### config.mk
export PLATFORM = sky130hd
export DESIGN_NAME = mmr_intr_coalesce
export DESIGN_NICKNAME = d
export VERILOG_FILES = /design/src/rtl/mmr_intr_coalesce.sv
export SDC_FILE = /design/constraint.sdc
export NUM_CORES = 1
export LEC_CHECK = 0
export CORE_UTILIZATION = 35
export CTS_BUF_LIST = sky130_fd_sc_hd__clkbuf_8 sky130_fd_sc_hd__clkbuf_16
export CTS_CLUSTER_SIZE = 24
export DETAILED_ROUTE_END_ITERATION = 12
export DONT_BUFFER_PORTS = 1
export GPL_ROUTABILITY_DRIVEN = 0
export SYNTH_ARGS = -nofsm -noshare
export SYNTH_HDL_FRONTEND = slang
export SYNTH_SLANG_ARGS = --single-unit
export TNS_END_PERCENT = 1
### constraint.sdc
create_clock -name clock -period 56.1 [get_ports clock]
set_input_delay 16.83 -clock clock [delete_from_list [all_inputs] [get_ports clock]]
set_output_delay 16.83 -clock clock [all_outputs]
set_load 0.01 [all_outputs]
### src/rtl/mmr_intr_coalesce.sv
// N-bank interrupt status/mask register block with write-1-to-clear status and
// per-bank interrupt coalescing on an event-count threshold or a timeout.
module mmr_intr_coalesce #(
  parameter int N         = 4,
  parameter int WIDTH     = 32,
  parameter int CNT_WIDTH = 8,
  parameter int TMR_WIDTH = 16
) (
  input  logic                    clock,
  input  logic                    reset,
  input  logic [N-1:0][WIDTH-1:0] isr_pulses,
  input  logic                    wr_en,
  input  logic [$clog2(N)+1:0]    wr_addr,
  input  logic [WIDTH-1:0]        wr_data,
  input  logic                    rd_en,
  input  logic [$clog2(N)+1:0]    rd_addr,
  output logic [WIDTH-1:0]        rd_data,
  output logic [N-1:0][WIDTH-1:0] imr,
  output logic [N-1:0][WIDTH-1:0] isr,
  output logic [N-1:0]            interrupts
);
  localparam int BW = $clog2(N);
  localparam int AW = BW + 2;
  localparam int NP = 1 << BW;

  typedef enum logic [1:0] {IDLE, ACCUM, FIRE} state_t;

  logic [BW-1:0]         w_wr_bank;
  logic [BW-1:0]         w_rd_bank;
  logic [1:0]            w_wr_reg;
  logic [1:0]            w_rd_reg;
  logic [3:0][WIDTH-1:0] w_regs [NP];
  logic [WIDTH-1:0]      r_rd_data;

  assign w_wr_bank = wr_addr[AW-1:2];
  assign w_wr_reg  = wr_addr[1:0];
  assign w_rd_bank = rd_addr[AW-1:2];
  assign w_rd_reg  = rd_addr[1:0];

  for (genvar g = 0; g < N; g++) begin : g_bank
    state_t               r_state;
    logic [WIDTH-1:0]     r_isr;
    logic [WIDTH-1:0]     r_imr;
    logic [CNT_WIDTH-1:0] r_thr;
    logic [CNT_WIDTH-1:0] r_cnt;
    logic [TMR_WIDTH-1:0] r_tmo;
    logic [TMR_WIDTH-1:0] r_tmr;
    logic                 r_intr;
    logic                 w_sel;
    logic [WIDTH-1:0]     w_w1c;
    logic [WIDTH-1:0]     w_isr_next;
    logic [WIDTH-1:0]     w_imr_next;
    logic                 w_pending;
    logic                 w_event;
    logic                 w_fire;
    logic [CNT_WIDTH-1:0] w_cnt_next;
    logic [TMR_WIDTH-1:0] w_tmr_next;

    assign w_sel      = wr_en && (w_wr_bank == BW'(g));
    assign w_w1c      = (w_sel && w_wr_reg == 2'd0) ? wr_data : '0;
    assign w_imr_next = (w_sel && w_wr_reg == 2'd1) ? wr_data : r_imr;
    assign w_isr_next = (r_isr & ~w_w1c) | isr_pulses[g];
    assign w_pending  = |(w_isr_next & w_imr_next);
    assign w_event    = |(isr_pulses[g] & w_imr_next);

    // Both counters stick at all-ones instead of wrapping
    assign w_cnt_next = (w_event && !(&r_cnt)) ? r_cnt + 1'b1 : r_cnt;
    assign w_tmr_next = (&r_tmr) ? r_tmr : r_tmr + 1'b1;
    assign w_fire     = (w_cnt_next >= r_thr) ||
                        ((r_tmo != '0) && (w_tmr_next >= r_tmo));

    always_ff @(posedge clock or posedge reset) begin
      if (reset) begin
        r_state <= IDLE;
        r_isr   <= '0;
        r_imr   <= '0;
        r_thr   <= '0;
        r_tmo   <= '0;
        r_cnt   <= '0;
        r_tmr   <= '0;
        r_intr  <= 1'b0;
      end else begin
        r_isr <= w_isr_next;
        r_imr <= w_imr_next;
        if (w_sel && w_wr_reg == 2'd2) r_thr <= wr_data[CNT_WIDTH-1:0];
        if (w_sel && w_wr_reg == 2'd3) r_tmo <= wr_data[TMR_WIDTH-1:0];
        case (r_state)
          IDLE: begin
            if (r_thr == '0 && w_pending) begin
              r_state <= FIRE;
              r_intr  <= 1'b1;
            end else if (w_event) begin
              r_cnt <= CNT_WIDTH'(1);
              r_tmr <= '0;
              if (r_thr == CNT_WIDTH'(1)) begin
                r_state <= FIRE;
                r_intr  <= 1'b1;
              end else begin
                r_state <= ACCUM;
              end
            end
          end
          ACCUM: begin
            // Software clearing or masking everything abandons the batch
            if (!w_pending) begin
              r_state <= IDLE;
              r_cnt   <= '0;
              r_tmr   <= '0;
            end else begin
              r_cnt <= w_cnt_next;
              r_tmr <= w_tmr_next;
              if (w_fire) begin
                r_state <= FIRE;
                r_intr  <= 1'b1;
              end
            end
          end
          FIRE: begin
            if (!w_pending) begin
              r_state <= IDLE;
              r_cnt   <= '0;
              r_tmr   <= '0;
              r_intr  <= 1'b0;
            end
          end
          default: begin
            r_state <= IDLE;
            r_intr  <= 1'b0;
          end
        endcase
      end
    end

    assign isr[g]        = r_isr;
    assign imr[g]        = r_imr;
    assign interrupts[g] = r_intr;
    assign w_regs[g]     = {WIDTH'(r_tmo), WIDTH'(r_thr), r_imr, r_isr};
  end

  // Address space rounds up to a power of two; absent banks read as zero
  for (genvar g = N; g < NP; g++) begin : g_pad
    assign w_regs[g] = '0;
  end

  always_ff @(posedge clock or posedge reset) begin
    if (reset) begin
      r_rd_data <= '0;
    end else if (rd_en) begin
      r_rd_data <= w_regs[w_rd_bank][w_rd_reg];
    end
  end

  assign rd_data = r_rd_data;
endmodule

==> metrics, run 1 <==
startpoint types=input port; adder-cell area share of the yosys netlist=4.976%; Synth Area in Compound Gates=20.15%; Data required, critical path=56.66 ns; Die Ht=293.2 um; number of flops mapped to enable cells by yosys=0; std cell rows=106; CORE AREA=83820 um^2; full die area=85950 um^2; ys async rst share=100.0%; total global routing overflow=0; # port buffers=0; largest net degree at the start of global routing=167; switching part of the total power=38.68%; status=completed; min cycle time layout=21.84 ns; Wirelength per Cell=33.94 um; slowest CP cell=nor2_1; post-synthesis register bit count=492; top_reg_cell synth=dfrtp_1; count of different cell masters after synthesis=82; CTS buffer count=58; Detailed Route Iter0 Violations=4236; Syn-to-layout area delta=9.854%; WL final=144.5 mm; CTS root buf=clkbuf_16; area occupied by multi-input gates=15600 um^2; Starting Density=35.40%; fillcell total=8367; multiplexer share of the synthesized area=10.31%; drt first pass iters=6; critical setup path kind=input port to flip-flop; xor/xnor share of the synthesized area=1.800%; clk sinks=492; RSZ-0062 raised after global routing=no; count leader, synth=dfrtp_1; vias per cell=6.467; Power Internal=0.7774 mW; Synth area leaders=dfrtp_1 (41%), mux4_2 (7.3%), nand2_1 (5.5%), ha_1 (5.0%), o21ai_0 (4.5%); antenna viol nets, final=0; Comb pwr share=27.3%; via count of the first global-routing pass=25.11k; largest delay contributor family on the critical path=simple AND/OR/NAND/NOR gates; Layout Cell Area excl Fill=32600 um^2; WP data arrival=22.40 ns; Post-CTS Hold Fix Bufs=0; # DRC=0; cts repair resizes=0; Max-Cap Viols=0; initial antenna violation count=35; Min-Delay Path Class=flip-flop to flip-flop; Pleak=14.04 nW; area taken by flip-flops and latches=12310 um^2; Die W=293.2 um; Synth top area share=41.49%; worst slew pin tran=1.236 ns; P_sw=0.4904 mW; CP dominant cell by count=o21ai_0; global-route wire length before repair=199.0 mm; Setup TNS Final=0 ns; Pwr Density=38.89 nW/um^2; Final Cycle Share=38.93%; Reg power frac=41.0%; clock skew=0.03614 ns; Largest stage delay, worst path=0.81 ns; commonest cells in the netlist=dfrtp_1 (492), nand2_1 (437), inv_1 (271); worst IR drop on VDD=0.02631 mV; Cells after Synth=3153; worst-case clock buffer depth=3; clock share of power=31.8%; Synth area leader=dfrtp_1; largest family of logic cells by synthesized area=compound AO/OA/AOI/OAI gates; register area share after synthesis=41.49%; # IOs=464; Highest Clock Rate=45.79 MHz; area post-placement=30540 um^2; DP Wirelength=112.4 mm; Crit. End Element=flip-flop; syn_nets=3443; Reg clk slew, reported paths=0.06 ns; CP Buf/Inv Count=1; total power=1.268 mW; Worst-Skew Late Latency=0.66 ns; share of cells above drive strength 1=10.47%; Slew Limit Fails=0; simple-gate area share of the yosys netlist=15.20%; Avg Cell Area, Syn=9.411 um^2; Post-Synthesis Cell Area=29670 um^2; GR Util All Layers=32.87%; Syn. warnings=0; CTS tree=yes; final hold vios=0; total number of vias=27.54k; crit-path max FO=61; Worst slew margin=15.47%; final net count=3349; crit-path cells=nand2b_4 > buf_4 > o21ai_0 > a21oi_1 > a2111oi_0 > nand4_1 > nor2_1 > nor2_1 > xnor2_1 > ha_1 > nand2b_1 > a21o_1 > a21oi_1 > o21ai_0 > and3_1 > o21ai_0 > a41oi_1 > o22ai_1 > mux2i_1; Post-CTS Setup Inserts=0; H-Tree Depth=2; final setup violation count=0
## per-stage QoR
step           util (%)  setup WS [ns]  hold slack (ns)  cells
6_report          38.89          34.26           0.4970   4258
4_1_cts           38.83          34.61           0.4962   4239
3_3_place_gp      36.44          34.03           0.4759   4133
3_5_place_dp      36.44          33.96           0.4807   4133
2_1_floorplan         -          25.54           0.4585   3153
5_1_grt           38.85          33.92           0.5501   4244
## placed cells by master (no fill, tap or decap), types with 17 or more instances in the layout
cell / instances
nor3_1: 22
xor2_1: 23
nor2_1: 102
a21o_1: 46
a21boi_0: 22
a22o_1: 24
a21oi_1: 121
nand2b_1: 25
dfrtp_1: 492
and2_1: 18
a22oi_1: 89
o22ai_1: 22
nand3_1: 173
o21ai_0: 267
or2_2: 29
mux2i_1: 29
and3_1: 17
nand4_1: 41
nor4_1: 37
o31ai_1: 81
clkbuf_16: 59
diode_2: 19
a2111oi_0: 56
mux4_2: 96
mux2_2: 54
nand2_1: 437
xnor2_1: 38
ha_1: 118
o2bb2ai_1: 29
o31a_1: 31
buf_4: 23
inv_1: 285
## cell type report
type	count	area share [%]
multi-input combinational	2212	47.84
sequential	492	37.77
clock buffer	72	5.078
tap	1134	4.353
inverter	271	3.144
clock inverter	34	1.079
timing repair buffer	24	0.5911
antenna	19	0.1459
## cell families after synthesis
kind of cell             after synthesis
flip-flops                           492
AO/OA/AOI/OAI                        892
adder cells (fa/ha/maj)              118
XOR/XNOR                              61
AND/OR/NAND/NOR                      962
buffers and inverters                449
multiplexers                         179
## worst register-to-register path, delay by kind of cell (launching register included)
| family | cells | cell delay, ns |
|---|---|---|
| AOI/OAI and AO/OA | 9 | 2.04 |
| xor gates and xnor gates | 1 | 0.23 |
| adders and majority gates | 1 | 0.26 |
| DFF | 1 | 0.53 |
| muxes | 1 | 0.21 |
| and+or+nand+nor | 5 | 1.86 |
## per-layer routing
layer | track usage, % | part of all wire (%)
met5 | 1.929 | 0.30
met4 | 14.30 | 5.6
met3 | 22.62 | 21
met2 | 43.05 | 38
met1 | 40.68 | 36
## power groups by stage
stage / Combinational, mW / Sequential (mW) / Clock (mW)
global placement: 0.332 / 0.517 / 0
finish: 0.346 / 0.519 / 0.403
global route: 0.376 / 0.519 / 0.418
CTS: 0.339 / 0.511 / 0.404
floorplan: 0.263 / 0.455 / 0
detailed placement: 0.336 / 0.518 / 0
## state kept, by name (all words and copies together) (netlist names)
name / cells
g_bank.r_thr: 32
g_bank.r_tmo: 64
g_bank.r_isr: 128
g_bank.r_intr: 4
g_bank.r_cnt: 32
rd_data: 32
g_bank.r_imr: 128
g_bank.r_tmr: 64
g_bank.r_state: 8
## worst paths after layout
path                                    startpoint              endpoint  slack (ns)  depth (start not counted)
worst max-delay path                    wr_addr[1]  g_bank[3].r_state[1]       34.26                         19
worst min-delay path            g_bank[0].r_tmr[8]    g_bank[0].r_tmr[8]        0.50                          2
worst max register to register  g_bank[3].r_imr[6]  g_bank[3].r_state[1]       50.87                         17
worst min register to register  g_bank[0].r_tmr[8]    g_bank[0].r_tmr[8]        0.50                          2
max in group asynchronous                    reset   g_bank[2].r_isr[22]       37.56                          3
min in group asynchronous                    reset            rd_data[8]       16.21                          1
No activity file was read; power rests on OpenSTA's default activity.
==> run 2: changes to the inputs <==
==> constraint.sdc (replaced) <==
create_clock -name clock -period 19.59 [get_ports clock]
set_input_delay 5.877 -clock clock [delete_from_list [all_inputs] [get_ports clock]]
set_output_delay 5.877 -clock clock [all_outputs]
set_load 0.01 [all_outputs]
==> run 2 against run 1 <==
  * Register-to-register slack got worse by 36 ns
  * Setup slack got worse by 25 ns
  * First-iteration DRC count increased by 0.90%
  * Largest power group unchanged
  * Highest routed layer unchanged
  * Cell count unchanged
  * Critical path type unchanged
  * Via count decreased by 0.32%
==> metrics, run 2 (synthesized netlist as in run 1, its figures left out) <==
status=completed; FF-to-FF path depth=17 (unchanged); Min-Delay Path Class=flip-flop to flip-flop; startpoint types=input port; Detailed Route Iter0 Violations=4274 (+0.90%); CTS tree=yes; via count of the first global-routing pass=25.19k (+0.32%); Worst-Skew Late Latency=0.66 ns (about the same); Max-Cap Viols=0 (unchanged); critical setup path kind=input port to flip-flop; Pwr Density=109.9 nW/um^2 (+180%); Crit. End Element=flip-flop; Post-CTS Hold Fix Bufs=0 (unchanged); switching part of the total power=39.32% (+0.64 points); area taken by flip-flops and latches=12310 um^2 (unchanged); final hold vios=0 (unchanged); worst hold slack=0.4957 ns (-0.001278 ns); Post-CTS Setup Inserts=0 (unchanged); Pleak=13.97 nW (-0.49%); drt first pass iters=7 (+1); Setup TNS Final=0 ns (unchanged); clk sinks=492 (unchanged); fillcell total=8415 (+0.57%); initial antenna violation count=36 (+2.9%); Largest stage delay, worst path=0.65 ns (-0.16 ns); final net count=3353 (+0.12%); DP Wirelength=112.2 mm (-0.14%); antenna viol nets, final=0 (unchanged); CORE AREA=83820 um^2 (unchanged); area occupied by multi-input gates=15600 um^2 (unchanged); total number of vias=27.45k (-0.32%); Reg power frac=41.5% (+0.5 points); dpl ws=8.345 ns (-25.62 ns); clock skew=0.05093 ns (+0.01479 ns); crit-path max FO=57 (-6.6%); clock share of power=30.9% (-0.9 points); worst reg2reg endpoint=g_bank[3].r_state[1]; Slew Limit Fails=0 (unchanged); worst setup path start=wr_addr[2]; WP data arrival=11.24 ns (-11.16 ns); Starting Density=35.40% (unchanged); Comb pwr share=27.6% (+0.3 points); vias per cell=6.446 (-0.32%); CTS root buf=clkbuf_16; Layout Cell Area excl Fill=32500 um^2 (-0.31%); # port buffers=0 (unchanged); most frequent cells in the layout=dfrtp_1 (492), nand2_1 (437), inv_1 (279); P_sw=1.404 mW (+190%); Die Ht=293.2 um (unchanged); total global routing overflow=0 (unchanged); Reg clk slew, reported paths=0.06 ns (about the same); std cell rows=106 (unchanged); biggest regs=g_bank.r_imr (128), g_bank.r_isr (128); crit path to=g_bank[2].r_state[1]; area post-placement=30560 um^2 (about the same); Final WS setup=8.859 ns (-25.40 ns); largest net degree at the start of global routing=89 (-47%); Die W=293.2 um (unchanged); worst-case clock buffer depth=3 (unchanged); share of cells above drive strength 1=10.69% (+0.22 points); GR Util All Layers=32.82% (-0.049 points); total power=3.570 mW (+180%); Wirelength per Cell=33.77 um (-0.49%); full die area=85950 um^2 (unchanged); Power Internal=2.167 mW (+180%); commonest non-fill, non-tap cell in the layout=dfrtp_1; worst slew pin tran=1.055 ns (-0.1808 ns); Final Cycle Share=54.78%; Highest Clock Rate=93.19 MHz; CTS buffer count=57 (-1.7%); slowest CP cell=buf_4; cts repair resizes=0 (unchanged); H-Tree Depth=2 (unchanged); crit-path cells=or2_4 > buf_4 > nor2_1 > mux2_2 > a2111oi_0 > nand4_1 > o22ai_1 > buf_4 > mux2_2 > ha_1 > a21o_1 > a21oi_1 > o21ai_0 > nand3_1 > a21boi_0 > o41a_1 > o21a_1 > mux2_2; RSZ-0062 raised after global routing=no; Syn-to-layout area delta=9.513%; global-route wire length before repair=199.1 mm (about the same); WL final=143.8 mm (-0.49%); # IOs=464 (unchanged); # DRC=0 (unchanged); worst reg2reg setup slack=14.46 ns (-36.41 ns); Data required, critical path=20.10 ns (-36.56 ns); final setup violation count=0 (unchanged); min cycle time layout=10.73 ns; Worst slew margin=27.83% (+12 points); worst IR drop on VDD=0.07460 mV (+180%); reg-to-reg critical path startpoint=g_bank[3].r_imr[13]; CP dominant cell by count=mux2_2
-- run 2: cell types whose count changed in the layout (fill, tap and decap cells not counted), sizes merged --
cell      previous run  this run
inv                288       280
clkbuf              72        67
clkinv               9        18
diode               19        18
bufinv               7         4
clkinvlp             1         4
buf                 24        29
-- run 2: metrics by stage --
step / utilization (%) / instances
3_3_place_gp: 36.46 / 4138
6_report: 38.77 / 4258
2_1_floorplan: - / 3153
5_1_grt: 38.73 / 4246
4_1_cts: 38.72 / 4240
3_5_place_dp: 36.46 / 4138
-- run 2: power groups by stage --
| stage | clock (mW) | combinational (mW) | sequential [mW] |
|---|---|---|---|
| after CTS | 1.11 | 0.967 | 1.46 |
| after detailed placement | 0 | 0.961 | 1.48 |
| after floorplan | 0 | 0.753 | 1.30 |
| after global placement | 0 | 0.952 | 1.48 |
| after global routing | 1.14 | 1.08 | 1.48 |
| final | 1.10 | 0.986 | 1.48 |
-- run 2: layer usage --
layer / part of all wire [%] / track usage, % / up-vias
li1: - / - / 11380
met1: 36 / 40.46 / 13340
met2: 38 / 43.27 / 2192
met3: 20 / 21.86 / 517
met4: 5.8 / 15.29 / 28
met5: 0.29 / 1.929 / -
-- run 2: how the worst min path moves through the flow --
stage                                  start            endpoint  slack (ns)  cells past startpoint
after floorplan           g_bank[0].r_tmr[8]  g_bank[0].r_tmr[8]        0.46                      2
after global placement    g_bank[0].r_tmr[8]  g_bank[0].r_tmr[8]        0.48                      2
after detailed placement  g_bank[0].r_tmr[8]  g_bank[0].r_tmr[8]        0.48                      2
after CTS                 g_bank[0].r_tmr[8]  g_bank[0].r_tmr[8]        0.50                      2
after global routing      g_bank[0].r_tmr[8]  g_bank[0].r_tmr[8]        0.54                      2
final                     g_bank[0].r_tmr[8]  g_bank[0].r_tmr[8]        0.50                      2
-- run 2: cell type report --
type                            instances  area share (%)
Inverter                              271           3.142
Antenna cell                           18          0.1386
Sequential cell                       492           37.89
Timing Repair Buffer                   29          0.6700
Multi-Input combinational cell       2212           47.99
Clock buffer                           67           4.848
Clock inverter                         35          0.9587
Tap cell                             1134           4.366
-- run 2: worst max-delay path: cells and delay by family --
kind / cells / cell delay [ns]
compound gates: 8 / 1.95
buf+inv: 2 / 0.90
simple gates: 4 / 1.24
mux: 3 / 0.98
fa+ha+maj: 1 / 0.27
